[src/rtl/mem_dump.sv]
// Debug readback engine: walks a word range through a one-cycle-latency read
// port and streams (address, data) beats over valid/ready, stalling the core.
module mem_dump #(
    parameter int ADDR_W = 8,
    parameter int DATA_W = 32
) (
    input  logic              clk,
    input  logic              rst_n,
    input  logic              start,
    input  logic [ADDR_W-1:0] start_addr,
    input  logic [ADDR_W:0]   count,
    output logic              rd_en,
    output logic [ADDR_W-1:0] rd_addr,
    input  logic [DATA_W-1:0] rd_data,
    output logic              out_valid,
    input  logic              out_ready,
    output logic [ADDR_W-1:0] out_addr,
    output logic [DATA_W-1:0] out_data,
    output logic              out_last,
    output logic              busy,
    output logic              cpu_stall,
    output logic              done
);

    typedef enum logic [2:0] {
        IDLE = 3'd0,
        REQ  = 3'd1,
        WAIT = 3'd2,
        SEND = 3'd3,
        DONE = 3'd4
    } state_t;

    localparam logic [ADDR_W:0] ONE = {{ADDR_W{1'b0}}, 1'b1};

    state_t              state, state_nxt;
    logic [ADDR_W-1:0]   cur;
    logic [ADDR_W:0]     remaining;
    logic [DATA_W-1:0]   data_q;
    logic                is_last;

    assign is_last = (remaining == ONE);

    always_ff @(posedge clk) begin
        if (!rst_n) begin
            state     <= IDLE;
            cur       <= '0;
            remaining <= '0;
            data_q    <= '0;
        end else begin
            state <= state_nxt;
            case (state)
                IDLE: begin
                    if (start && count != '0) begin
                        cur       <= start_addr;
                        remaining <= count;
                    end
                end
                WAIT: data_q <= rd_data;
                SEND: begin
                    if (out_ready && !is_last) begin
                        cur       <= cur + 1'b1;
                        remaining <= remaining - ONE;
                    end
                end
                default: ;
            endcase
        end
    end

    always_comb begin
        state_nxt = state;
        case (state)
            IDLE: begin
                if (start) state_nxt = (count == '0) ? DONE : REQ;
            end
            REQ:  state_nxt = WAIT;
            WAIT: state_nxt = SEND;
            SEND: begin
                if (out_ready) state_nxt = is_last ? DONE : REQ;
            end
            DONE: state_nxt = IDLE;
            default: state_nxt = IDLE;
        endcase
    end

    // Every output is decoded from registers only; out_ready never reaches an output.
    assign rd_en     = (state == REQ);
    assign rd_addr   = cur;
    assign out_valid = (state == SEND);
    assign out_addr  = cur;
    assign out_data  = data_q;
    assign out_last  = (state == SEND) && is_last;
    assign busy      = (state != IDLE);
    assign cpu_stall = busy;
    assign done      = (state == DONE);

endmodule

[config.mk]
export PLATFORM = sky130hd
export DESIGN_NAME = mem_dump
export DESIGN_NICKNAME = d
export VERILOG_FILES = /design/src/rtl/mem_dump.sv
export SDC_FILE = /design/constraint.sdc
export NUM_CORES = 1
export LEC_CHECK = 0
export CAP_MARGIN = 20
export CORE_MARGIN = 2
export CORE_UTILIZATION = 46
export DETAILED_ROUTE_END_ITERATION = 12
export HOLD_SLACK_MARGIN = 0.08
export MAX_ROUTING_LAYER = met4
export PLACE_DENSITY = 0.94
export SLEW_MARGIN = 20
export SYNTH_ARGS = -nofsm -noshare
export SYNTH_HDL_FRONTEND = slang
export SYNTH_SLANG_ARGS = --single-unit
[constraint.sdc]
create_clock -name clk -period 3.56 [get_ports clk]
set_clock_uncertainty 0.05 [all_clocks]
set_input_delay 0.712 -clock clk [delete_from_list [all_inputs] [get_ports clk]]
set_output_delay 0.712 -clock clk [all_outputs]
set_load 0.01 [all_outputs]
Word level (Yosys, flattened, before mapping). Index checks and enable logic that the tools add are counted.

Register bits after elaboration: 52. Logic and storage cells: 37. Input port bits: 53.

Equal/unequal tests: 9. Reductions and logical operators: 11. Mux-type cells: 11. $add $sub $neg: 2.

Operator list (number): 9-bit 2-to-1 mux (2); 9-bit one-hot mux with 2 select lines (1); 8-bit 2-to-1 mux (2); 8-bit one-hot mux with 2 select lines (1); 3-bit 2-to-1 mux (4); 3-bit one-hot mux with 4 select lines (1); 9-bit by 1-bit equality test with 1-bit output, second input constant (1); 9-bit logical NOT (1); 9-bit nonzero test (1); 9-bit by 1-bit subtractor with 9-bit output, second input constant (1); 8-bit by 1-bit adder with 8-bit output, second input constant (1); 3-bit by 2-bit equality test with 1-bit output, second input constant (2); 2-bit by 1-bit != test with 1-bit output, second input constant (2); 2-bit != test, second input constant (2); 3-bit by 1-bit equality test with 1-bit output, second input constant (1); 3-bit equality test, second input constant (1); 1-bit logical AND (3); 3-bit logical NOT (1); 3-bit AND reduction (1); 3-bit nonzero test (1); 2-bit AND reduction (1); 2-bit nonzero test (1); 1-bit logical NOT (1).

Logic depth before layout (Yosys ltp). Gate-level depths: netlist of the first run.

Word-level depth: 5. Depth in mapped cells: 8. Gate-level depth less buffers: 7.

Worst setup path before layout of the first run. No wires, ideal clock.

Kind: input to register. Start point: input port rst_n. End point: register cur[1], in the netlist out_addr[1]. Stages: 5. Library setup time: 0.138 ns. Path buffers: 3. Path slack: 1.496 ns. Required time: 3.372 ns. Arrival: 1.876 ns. Path through: clkbuf_1 > inv_1 > clkbuf_1 > buf_1 > o31ai_2.

RTL lines: from (decl) (line 8) `input logic rst_n,`; to (signal assigned) (line 54) `cur <= start_addr;`; to (signal assigned) (line 61) `cur <= cur + 1'b1;`; to (decl) (line 36) `logic [ADDR_W-1:0] cur;`.

No word-level cell between the ends.

Final worst setup path of the first run.
Start point: register remaining[1]. End point: output port out_last.

Word-level cells in the longest chain between the ends: 2.

Ends and longest elaborated chain: from (decl) (line 37) `logic [ADDR_W:0] remaining;`; from (signal assigned) (line 55) `remaining <= count;`; from (signal assigned) (line 62) `remaining <= remaining - ONE;`; 9-bit by 1-bit equality test with 1-bit output (line 41) `assign is_last = (remaining == ONE);`; 1-bit logical AND (line 92) `assign out_last = (state == SEND) && is_last;`; to (decl) (line 19) `output logic out_last,`.

No other way between the ends.

==> impl_metrics.toml, run 1 <==
[logic_synthesis]
synth_seq_area_share_pct = 40.45
synth-edff-count = 0
yosys_warnings = 0
syn_nets = 370
synthCells = 314
syn_area_mm2 = 0.002574
synth_area_per_cell_um2 = 8.197
synth-main-ff-cell = "dfxtp_1"
yosysUniqueCellTypes = 43
async_flop_share_pct = 0
synth-seq-cells = 52

[global_routing]
grtUsageMet2_pct = 37.26
top_usage_layer = "met2"
gr-usage-met3_pct = 4.545
grt_pass1_wl_um = 10850
grtUsageMet1_pct = 26.23
grt_pass1_vias = 2417
grt_start_max_net_pins = 47
antenna_found_initial = 0
grtUsageTotal_pct = 22.25
gr-total-overflow = 0

[clocking]
tritoncts = "built"
clock_latency_ns = 0.30
cts_setup_buffers = 0
post_cts_resized = 0
clock_path_buffers = 2
cts_made_buffers = 5
ctsHtreeMaxLevel = 2
cts-root-buf = "clkbuf_8"
cts_sinks = 52
postCtsHoldBufs = 0
clkTransAtPathRegs_ns = 0.09

[routing]
dr.pass1.iters = 4
via_per_inst = 5.256
antenna_left = 0
wire_per_inst_um = 13.96
drt_wl_total_um = 6590
via_count = 2481
drt_iter0_markers = 219
drc = 0

[layout]
antenna_cells = 0
drive_gt1_share_pct = 10.50
fillers = 444
design_area_mm2 = 0.003670
fin_cells = 472
utilization_pct = 67.47
nets = 455
area_growth_pct = 42.59

[sta]
period_minus_slack_ns = 2.901
fin_crit_sh_pct = 81.50
worst_slew_pin_slew_ns = 0.5812
max_freq_mhz = 344.7
rsz0062_at_grt = "false"
hold_viol = 0
max_slew_margin_pct = 61.12
setup_slack_ns = 0.6585
tns_ns = 0
finalSetupViolCount = 0
slew_violations = 0

[run_status]
status = "finished clean"

[setup_path]
start_kind = "flop"
cp_slowest_cell = "clkdlybuf4s50_1"
path_delay_family = "buffers and inverters"
crit_type = "flop to primary output"
crit_top_cell = "inv_1"
crit_buf_inv = 3
worstPathMaxFanout = 3
cp-end-kind = "primary output"
slowest_delay_ns = 0.53
r2r_slack_ns = 1.51
path_cells = "inv_1 > ha_1 > nor4b_1 > nand4_1 > inv_1 > clkdlybuf4s50_1"
crit_arrival_ns = 2.14
cp.required_ns = 2.80

[floorplan]
boundaryPins = 107
initial_core_util_pct = 47.32
core_area_mm2 = 0.005439
die_area_mm2 = 0.006209
fp.dieW_um = 78.80
die-height_um = 78.80
rows = 27

[placement]
io_buffers = 106
place_area_mm2 = 0.003577
dp.cells = 464
dpl.hpwl_um = 4675
gp_congestion = 0.8887
pre_cts_slack_ns = 0.9101

[power]
powerDensity_mw_per_mm2 = 369.9
irDropWorstVdd_uv = 198.3
leakagePower_nw = 1.295

[job]
maxCapViolCount = 0

[worst_hold_path]
hold_class = "flop to flop"
-- metal layers --
metal | share of wire (%) | up-vias
met5 | 0 | -
met4 | 2.0 | 0
met3 | 4.1 | 10
met2 | 51 | 74
met1 | 42 | 1150
li1 | - | 1247
-- cells in the mapped netlist, types with 4 or more instances --
master,number,area [um^2]
nand2_1,76,285.3
dfxtp_1,52,1041
a21oi_1,45,225.2
clkbuf_1,15,56.30
nor2_1,15,56.30
nor3_1,12,60.06
buf_4,9,67.56
inv_1,8,30.03
nand3_1,8,40.04
o211ai_2,7,87.58
o31ai_2,7,87.58
a21oi_2,5,43.79
buf_6,5,56.30
o32ai_2,5,81.33
a31oi_1,4,25.02
-- cells by family (layout without fill, tap and decap cells) --
logic type | after synthesis | after routing | share of synthesized area [%]
simple gates | 130 | 130 | 22.36
compound gates | 87 | 87 | 26.49
mux | 1 | 1 | 0.3889
fa+ha+maj | 3 | 3 | 1.459
buf+inv | 41 | 127 | 8.848
flops | 52 | 52 | 40.45
-- sequential cells by signal (all words and copies together) (netlist names) --
signal	cells
out_addr	8
out_data	32
remaining	9
state	3
-- worst register-to-register path, cell delays in order, from the launching register on --
cell and delay (ns):
dfxtp_1 0.40, or3_1 0.52, o22ai_4 0.22, o211ai_4 0.11
buf_12 0.19, a211oi_1 0.36, a211oi_2 0.08
-- area by class of cell --
| class | instances | area [um^2] | share of cell area (%) |
|---|---|---|---|
| well taps | 72 | 90.09 | 2.455 |
| multi-input cells | 221 | 1309 | 35.66 |
| inverters | 8 | 30.03 | 0.8183 |
| clock inverters | 2 | 16.27 | 0.4432 |
| flip-flops and latches | 52 | 1041 | 28.37 |
| clock buffers | 6 | 72.57 | 1.977 |
| repair buffers | 111 | 1111 | 30.28 |
-- report_power, final --
group	switching (mW)	internal, mW
clock	0.198	0.140
sequential	0.0367	0.622
combinational	0.173	0.187
total	0.408	0.950
-- placed cells by master (no fill, tap or decap), types with 2 or more instances in the layout --
cell / Yosys / layout
dfxtp_1: 52 / 52
or2_1: 2 / 2
o31ai_2: 7 / 7
o21ai_0: 3 / 3
a21oi_2: 5 / 5
buf_4: 9 / 4
clkdlybuf4s50_1: 0 / 106
o211ai_2: 7 / 7
clkbuf_8: 0 / 5
nand2_1: 76 / 75
nand3_1: 8 / 8
nor3_1: 12 / 12
a31oi_1: 4 / 4
or3_1: 3 / 3
nor3b_1: 3 / 3
inv_1: 8 / 8
ha_1: 3 / 3
nor4_1: 3 / 3
o32ai_2: 5 / 5
nor2_1: 15 / 15
a21oi_1: 45 / 45
-- worst paths after layout --
check | startpoint | to | cells past startpoint
max | remaining[1]$_SDFFE_PN0P_ | out_last | 6
min | out_data[4]$_SDFFE_PN0P_ | out_data[4]$_SDFFE_PN0P_ | 2
max reg2reg | state[0]$_SDFFE_PN0P_ | remaining[1]$_SDFFE_PN0P_ | 6
min reg2reg | out_data[4]$_SDFFE_PN0P_ | out_data[4]$_SDFFE_PN0P_ | 2
-- through the flow --
| stage | power (mW) | hold WS, ns |
|---|---|---|
| floorplan | 0.8757 | 0.4107 |
| global placement | 1.019 | 0.3912 |
| detailed placement | 1.031 | 0.3958 |
| CTS | 1.360 | 0.4096 |
| global route | 1.426 | 0.4292 |
| finish | 1.357 | 0.4074 |
No activity file was read; power rests on OpenSTA's default activity.
==> inputs of run 2 (changes only) <==
--- a/config.mk
+++ b/config.mk
@@ -7,11 +7,11 @@
 export LEC_CHECK = 0
 export CAP_MARGIN = 20
 export CORE_MARGIN = 2
-export CORE_UTILIZATION = 46
+export CORE_UTILIZATION = 39
 export DETAILED_ROUTE_END_ITERATION = 12
 export HOLD_SLACK_MARGIN = 0.08
 export MAX_ROUTING_LAYER = met4
-export PLACE_DENSITY = 0.94
+export PLACE_DENSITY = 0.86
 export SLEW_MARGIN = 20
 export SYNTH_ARGS = -nofsm -noshare
 export SYNTH_HDL_FRONTEND = slang
==> constraint.sdc (replaced) <==
create_clock -name clk -period 2.6 [get_ports clk]
set_clock_uncertainty 0.05 [all_clocks]
set_input_delay 0.52 -clock clk [delete_from_list [all_inputs] [get_ports clk]]
set_output_delay 0.52 -clock clk [all_outputs]
set_load 0.01 [all_outputs]
==> impl_metrics.toml, run 2 (synthesized netlist as in run 1, its figures left out) <==
[run_status]
status = "finished clean"

[setup_path]
r2r_slack_ns = 0.49
path_delay_family = "buffers and inverters"
r2r_cells = 10
timing.rr.start = "remaining[1]$_SDFFE_PN0P_"
cp.required_ns = 2.03
cp-end-kind = "primary output"
cp_slowest_cell = "clkdlybuf4s50_1"
crit_arrival_ns = 1.88
slowest_delay_ns = 0.57
crit_type = "flop to primary output"
path_cells = "nand3b_2 > inv_1 > buf_4 > clkdlybuf4s50_1"
start_kind = "flop"
reg2reg_to = "remaining[1]$_SDFFE_PN0P_"
crit_buf_inv = 3
worstPathMaxFanout = 13

[floorplan]
fp.dieW_um = 85.24
boundaryPins = 107
die_area_mm2 = 0.007265
core_area_mm2 = 0.006350
initial_core_util_pct = 40.53
rows = 29
die-height_um = 85.24

[worst_hold_path]
worst_hold_path.num_cells = 2
hold_class = "flop to flop"
holdPathEnd = "out_data[11]$_SDFFE_PN0P_"
hp-start = "out_data[11]$_SDFFE_PN0P_"

[power]
leakagePower_nw = 1.344
irDropWorstVdd_uv = 235.2
powerDensity_mw_per_mm2 = 505.6

[global_routing]
gr-total-overflow = 0
grt_pass1_vias = 2400
grt_pass1_wl_um = 11460
antenna_found_initial = 0
grt_start_max_net_pins = 36
grtUsageTotal_pct = 19.74

[sta]
max_slew_margin_pct = 76.12
fin_crit_sh_pct = 94.14
slew_violations = 0
rsz0062_at_grt = "false"
hold_viol = 0
worst_slew_pin_slew_ns = 0.3582
max_freq_mhz = 408.6
period_minus_slack_ns = 2.448
finalSetupViolCount = 0
tns_ns = 0

[clocking]
ctsHtreeMaxLevel = 2
tritoncts = "built"
cts_made_buffers = 5
clock_latency_ns = 0.31
cts-root-buf = "clkbuf_8"
clock_path_buffers = 2
clkTransAtPathRegs_ns = 0.10
cts_sinks = 52

[layout]
nets = 461
drive_gt1_share_pct = 11.85
design_area_mm2 = 0.003740
area_growth_pct = 45.31
final_cell_mix = "clkdlybuf4s50_1 (105), nand2_1 (76), dfxtp_1 (52), a21oi_1 (45), nor2_1 (15)"
fillers = 547
antenna_cells = 0
largest_reg_flops = 32
fin_cells = 482
mostFrequentLayoutCell = "clkdlybuf4s50_1"

[placement]
place_area_mm2 = 0.003613
dpl.hpwl_um = 4928
gp_congestion = 0.8955
io_buffers = 106
dp.cells = 473

[routing]
wire_per_inst_um = 14.45
drt_wl_total_um = 6963
via_count = 2549
drc = 0
dr.pass1.iters = 5
antenna_left = 0
via_per_inst = 5.288
drt_iter0_markers = 192

[job]
maxCapViolCount = 0
-- run 2: routing by layer --
metal,GRT usage (%),vias to the layer above,part of all wire (%)
li1,-,1262,-
met1,24.68,1204,42
met2,32.88,73,51
met3,3.307,10,5.3
met4,5.628,0,1.5
met5,-,-,0
-- run 2: area by class of cell --
| type | count | area (um^2) | share of cell area (%) |
|---|---|---|---|
| tap | 77 | 96.34 | 2.576 |
| inverter | 8 | 30.03 | 0.8029 |
| timing repair buffer | 117 | 1159 | 30.98 |
| sequential | 52 | 1041 | 27.84 |
| multi-input combinational | 221 | 1323 | 35.36 |
| clock inverter | 1 | 8.758 | 0.2342 |
| clock buffer | 6 | 82.58 | 2.208 |
-- run 2: per-stage QoR --
stage               setup WS (ns)  hold WS (ns)  power [mW]  utilization [%]
detailed placement         0.1650        0.3953       1.422            56.91
global placement           0.1504        0.3911       1.407            56.91
finish                     0.1525        0.4054       1.891            58.90
floorplan                  0.7276        0.4107       1.199                -
CTS                       0.07217        0.4093       1.901            58.56
global route              0.07719        0.4295       1.983            58.90
-- run 2: worst max-delay path by stage --
stage                              start                       end  slack [ns]  cells after the start
6_report           state[1]$_SDFFE_PN0P_                 out_valid        0.15                      4
5_1_grt            state[1]$_SDFFE_PN0P_                 out_valid        0.08                      4
4_1_cts        remaining[1]$_SDFFE_PN0P_                  out_last        0.07                      6
3_5_place_dp                    count[4]  out_addr[4]$_SDFFE_PN0P_        0.17                      7
3_3_place_gp                    count[4]  out_addr[4]$_SDFFE_PN0P_        0.15                      7
2_1_floorplan                      rst_n  out_addr[1]$_SDFFE_PN0P_        0.73                      5
-- run 2: worst register-to-register path, stage by stage, from the launching register on --
cell and delay [ns]:
dfxtp_1 0.33, inv_1 0.11, ha_2 0.21, nor4b_4 0.22
nand4_1 0.18, buf_4 0.18, buf_4 0.13, o211ai_4 0.09
buf_12 0.23, a211oi_1 0.09, a211oi_2 0.22
-- run 2: power by group --
part / switching (mW) / leakage, nW / internal, mW / total (mW)
Combinational: 0.241 / 0.872 / 0.265 / 0.506
Sequential: 0.0530 / 0.425 / 0.851 / 0.904
Clock: 0.267 / 0.0473 / 0.213 / 0.480
Total: 0.562 / 1.34 / 1.33 / 1.89
-- run 2: what timing repair did --
action,in CTS,in global routing
setup buffers,1,1
pin swaps,1,1
endpoints found under the hold margin,0,0
endpoints found under the setup margin,1,1
resized for setup,1,3
cloned,0,0
hold buffers,0,0
==> RTL change 1: new RTL, flow settings as in run 2 <==
`ADDR_W`: 8 -> 9.
--- a/src/rtl/mem_dump.sv
+++ b/src/rtl/mem_dump.sv
@@ -1,7 +1,7 @@
 // Debug readback engine: walks a word range through a one-cycle-latency read
 // port and streams (address, data) beats over valid/ready, stalling the core.
 module mem_dump #(
-    parameter int ADDR_W = 8,
+    parameter int ADDR_W = 9,
     parameter int DATA_W = 32
 ) (
     input  logic              clk,
Ports: changed (resized count, out_addr, rd_addr and start_addr); port bits go from 107 to 111. The function was not compared with the original's and may differ.
==> RTL change 1 against run 2 <==
Die area grew 5.0%; sequential cell count grew 2; core utilization grew 0.10 points; critical path depth is the same; worst setup slack lost 0.052 ns; wire length grew 13%; count of clock-buffer cells in the layout shrank 1; final area grew 6.6%; area after synthesis grew 5.3%; critical path type unchanged.
Power is not compared: it rests on default switching activity, and its combinational part moved more than twofold at a synthesized area within 25%.
==> RTL change 1: results (changes against run 2) <==
[yosys]
ys_top_cells_by_count=nand2_1 (87), dfxtp_1 (54), a21boi_0 (36)
synth_fa_ha_area_share_pct=1.39  ; -0.073 points
yosys-top-cells-area=dfxtp_1 (40%), nand2_1 (12%), a21boi_0 (10%), o21ai_0 (3.3%), buf_4 (2.8%)
syn_area_per_cell_sq_um=7.90  ; -3.6%
synth_cell_types=45  ; +4.7%
synth_compound_area_share_pct=28.4  ; +1.9 points
synth_fp_nets=401  ; +8.4%

[global_route]
track_usage_pct=20.8  ; +1.0 points
grt_first_pass_wirelength_microns=12300  ; +7.5%
grt_max_degree=57  ; +58%

[drt]
routedWlPerCell_microns=14.9  ; +3.4%
dr.pass1.iters=4  ; -1
via_per_inst=5.34  ; +0.90%

[placement]
place_inst=517  ; +9.3%
post_dp_cell_area_sq_um=3870  ; +7.0%
routabilityCongestion=0.905  ; +1.0%
hpwlAfterDp_microns=5660  ; +15%
preCtsSetupSlack_ns=-0.176  ; -0.341 ns
io_buffers=110  ; +3.8%

[setup_path]
cp_data_arrival_time_ns=1.93  ; +0.05 ns
cp-startpoint=state[1]
r2r-end=remaining[9]
r2r_slack_ns=0.41  ; -0.08 ns
r2r_start=state[1]

[cells_and_area]
layout.nets=504  ; +9.3%
drive_gt1_share_pct=8.72  ; -3.1 points
n_fill_cell=611  ; +12%

[sta]
relSlewSlack_pct=67.0  ; -9.1 points
post-route-min-period_ns=2.50  ; +0.0519 ns
whs_ns=0.417  ; +0.0118 ns

[status]
outcome=finished, final reports clean

[min_path]
hold_start=out_data[0]

-- RTL change 1: cells by family (layout without fill, tap and decap cells) --
family,Yosys count,in the layout
flip-flops,54,54
AND/OR/NAND/NOR,134,134
buffers and inverters,44,148
adder cells (fa/ha/maj),3,3
AO/OA/AOI/OAI,108,108
-- RTL change 1: repair_timing --
action	in CTS	in global routing
hold buffers	0	0
setup endpoints to repair	1	1
pin swaps	1	1
gates resized for setup	0	2
hold endpoints to repair	0	0
buffers inserted	1	1
-- RTL change 1: report_power, final --
part	internal (mW)	total, mW	leakage [nW]	switching [mW]
logic	0.532	1.04	1.00	0.506
registers	0.949	1.07	0.442	0.122
clock network	0.200	0.503	0.0502	0.303
total	1.68	2.61	1.49	0.931
-- RTL change 1: final cells by class --
| cell class | count | area (sq um) | share of cell area, % |
|---|---|---|---|
| Clock buffer | 5 | 68.8 | 1.73 |
| Clock inverter | 3 | 28.8 | 0.722 |
| Inverter | 9 | 33.8 | 0.847 |
| Multi-Input combinational cell | 245 | 1400 | 35.2 |
| Sequential cell | 54 | 1080 | 27.2 |
| Tap cell | 80 | 100 | 2.51 |
| Timing Repair Buffer | 131 | 1270 | 31.9 |
-- RTL change 1: stage by stage --
stage / power [mW] / utilization (%)
after floorplan: 1.64 / -
after global placement: 2.08 / 57.2
after detailed placement: 2.11 / 57.2
after CTS: 2.63 / 58.8
after global routing: 2.77 / 59.0
final: 2.61 / 59.0
-- RTL change 1: critical path: stages, from the launching register on --
cell	delay [ns]
dfxtp_1	0.55
nand3b_1	0.15
inv_1	0.11
buf_4	0.22
clkdlybuf4s50_1	0.59
-- RTL change 1: layer usage --
metal	GRT usage, %	vias to the layer above	routed length (microns)
met5	-	-	0
met4	7.69	0	198
met3	3.41	18	416
met2	34.6	108	3960
met1	25.2	1295	3300
li1	-	1391	-
==> RTL change 2: new RTL, config.mk and constraints of run 2 <==
Made on the original files. Make the reset (`rst_n`) asynchronous in one clocked block.
--- a/src/rtl/mem_dump.sv
+++ b/src/rtl/mem_dump.sv
@@ -40,7 +40,7 @@
 
     assign is_last = (remaining == ONE);
 
-    always_ff @(posedge clk) begin
+    always_ff @(posedge clk or negedge rst_n) begin
         if (!rst_n) begin
             state     <= IDLE;
             cur       <= '0;
Check against the original RTL: differs if rst_n is asserted again (counterexample within 4 cycles, from zero or initial values and one cycle with rst_n low); with rst_n held inactive, the same outputs for 10 cycles.
==> RTL change 2 against run 2 <==
Synthesized cell count decreased by 25%; area after synthesis grew 3.3%; worst setup slack worse by 0.045 ns; sequential cell count unchanged; die area grew 3.1%; register-to-register slack worse by 0.03 ns; wire length shrank 5.8%; final area grew 3.5%; highest routed layer unchanged.
Power is not compared: it rests on default switching activity, and its combinational part moved more than twofold at a synthesized area within 25%.
==> RTL change 2: results (changes against run 2) <==
[yosys]
ys_top_cells_by_count=dfrtp_1 (52), mux2_2 (33), nand2_1 (14)
ys.flop_type=dfrtp_1
ys_seq_area_share_pct=48.9  ; +8.5 points
synth_fa_ha_area_share_pct=1.41  ; -0.047 points
synth_cell_types=46  ; +7.0%
synth_top_area_share_pct=48.9  ; +8.5 points
synth.area.mux_share_pct=14.5  ; +14 points
yosys-top-cells-area=dfrtp_1 (49%), mux2_2 (14%), o2bb2ai_1 (2.6%), buf_4 (2.5%), nand4_1 (2.1%)
synth-xor-area-share_pct=0  ; unchanged
synth_compound_area_share_pct=13.3  ; -13 points
syn_area_per_cell_sq_um=11.3  ; +37%
yosysWarnings=0  ; unchanged
synth_fp_nets=292  ; -21%
synthArstFlopShare_pct=100  ; +100 points

[clock_tree]
path_clk_slew_ns=0.09
root_buffer=clkbuf_8
htree_levels=2  ; unchanged
clkLatencyLatePin_ns=0.30
cts_buffer_depth=2  ; unchanged
numCtsBuffers=5  ; unchanged
post_cts_buffers=0  ; -1

[setup_path]
r2r_cells=6  ; -4
r2r_slack_ns=0.46  ; -0.03 ns
cp_data_arrival_time_ns=1.92  ; +0.04 ns
path_delay_family=buffers and inverters
r2r-end=remaining[8]
slowest_delay_ns=0.53  ; -0.04 ns
crit_fanout=3  ; -10
critPathSlowestCell=clkdlybuf4s50_1
r2r_start=remaining[0]

[sta]
whs_ns=0.177  ; -0.228 ns
slew_viol_final=0  ; unchanged
worst_pin_slew_ns=0.627  ; +0.268 ns

[drt]
dr.pass1.iters=4  ; -1
routedWlPerCell_microns=15.8  ; +9.7%
via_per_inst=5.47  ; +3.5%
finalWirelength_microns=6560  ; -5.8%
drtIter0Drc=83  ; -57%

[cells_and_area]
layout.nets=390  ; -15%
largest_reg_flops=32  ; unchanged
antenna_cells=0  ; unchanged
drive_gt1_share_pct=18.9  ; +7.0 points

[global_route]
grt_first_pass_wirelength_microns=10400  ; -8.9%
antenna_found_initial=0  ; unchanged
first_global_vias=2196  ; -8.5%
track_usage_pct=18.2  ; -1.5 points
grt_max_degree=33  ; -8.3%

[placement]
hpwlAfterDp_microns=4860  ; -1.3%
preCtsSetupSlack_ns=0.281  ; +0.116 ns
place_inst=407  ; -14%
io_buffers=106  ; unchanged
routabilityCongestion=0.886  ; -1.1%

[power]
ir_drop_mv=0.534
p_leak_nw=1.57

[status]
outcome=finished, final reports clean

[min_path]
min_path_type=in2async

[RTL change 2: changes by cell type in the layout (fill, tap and decap cells not counted), moves of 8 or more]
cell / run 2 / this run
dfxtp_1: 52 / 0
a21oi_1: 45 / 5
o21ai_0: 3 / 11
nor2_1: 15 / 6
o2bb2ai_1: 0 / 8
mux2_2: 0 / 33
dfrtp_1: 0 / 52
nand2_1: 76 / 14
nand4_1: 1 / 9
nor3_1: 12 / 4
[RTL change 2: what timing repair did]
| item | in CTS | in global routing |
|---|---|---|
| hold buffers | 0 | 0 |
| resized for setup | 1 | 1 |
| endpoints found under the setup margin | 1 | 1 |
| pin swaps | 0 | 0 |
[RTL change 2: per-layer routing]
layer / vias up / share of wire, % / track usage [%]
met4: 0 / 1.6 / 6.96
met5: - / 0 / -
li1: 1068 / - / -
met1: 1098 / 42 / 21.6
met3: 10 / 5.7 / 3.52
met2: 90 / 51 / 30.6
[RTL change 2: how the worst max path moves through the flow]
| stage | from | to | slack [ns] | depth (start not counted) |
|---|---|---|---|---|
| final | remaining[1] | out_last | 0.11 | 6 |
| after floorplan | remaining[1] | out_last | 0.63 | 6 |
| after global routing | remaining[1] | out_last | 0.007 | 6 |
| after global placement | start | out_addr[3] | 0.35 | 6 |
| after detailed placement | start | out_addr[3] | 0.28 | 6 |
| after CTS | remaining[5] | out_last | 0.06 | 4 |
[RTL change 2: cell families (layout without fill, tap and decap cells)]
group | after synthesis | in the layout
buf+inv | 33 | 131
compound gates | 50 | 50
fa+ha+maj | 3 | 3
simple gates | 64 | 64
mux | 34 | 34
flops | 52 | 52
[RTL change 2: power breakdown]
part	total [mW]	switching [mW]	internal, mW
Combinational	2.48	1.04	1.44
Sequential	1.58	0.362	1.21
Clock	0.636	0.257	0.379
Total	4.69	1.66	3.03
[RTL change 2: through the flow]
step                      area, sq um  utilization [%]
after floorplan                  2660                -
final                            3870             58.0
after CTS                        3870             57.9
after detailed placement         3730             55.8
after global placement           3730             55.8
after global routing             3870             58.0
[RTL change 2: area by class of cell]
class	instances	area [sq um]
tap	80	100
clock inverter	2	60.1
fill	577	2810
inverter	8	30.0
sequential	52	1300
multi-input combinational	151	1180
clock buffer	5	68.8
timing repair buffer	116	1130
[RTL change 2: worst reg2reg max path, stage by stage, from the launching register on]
cell and delay [ns]:
dfrtp_1 0.41, inv_1 0.12, ha_1 0.24, or4b_4 0.51
or4_1 0.43, o22ai_1 0.14, a31oi_1 0.10
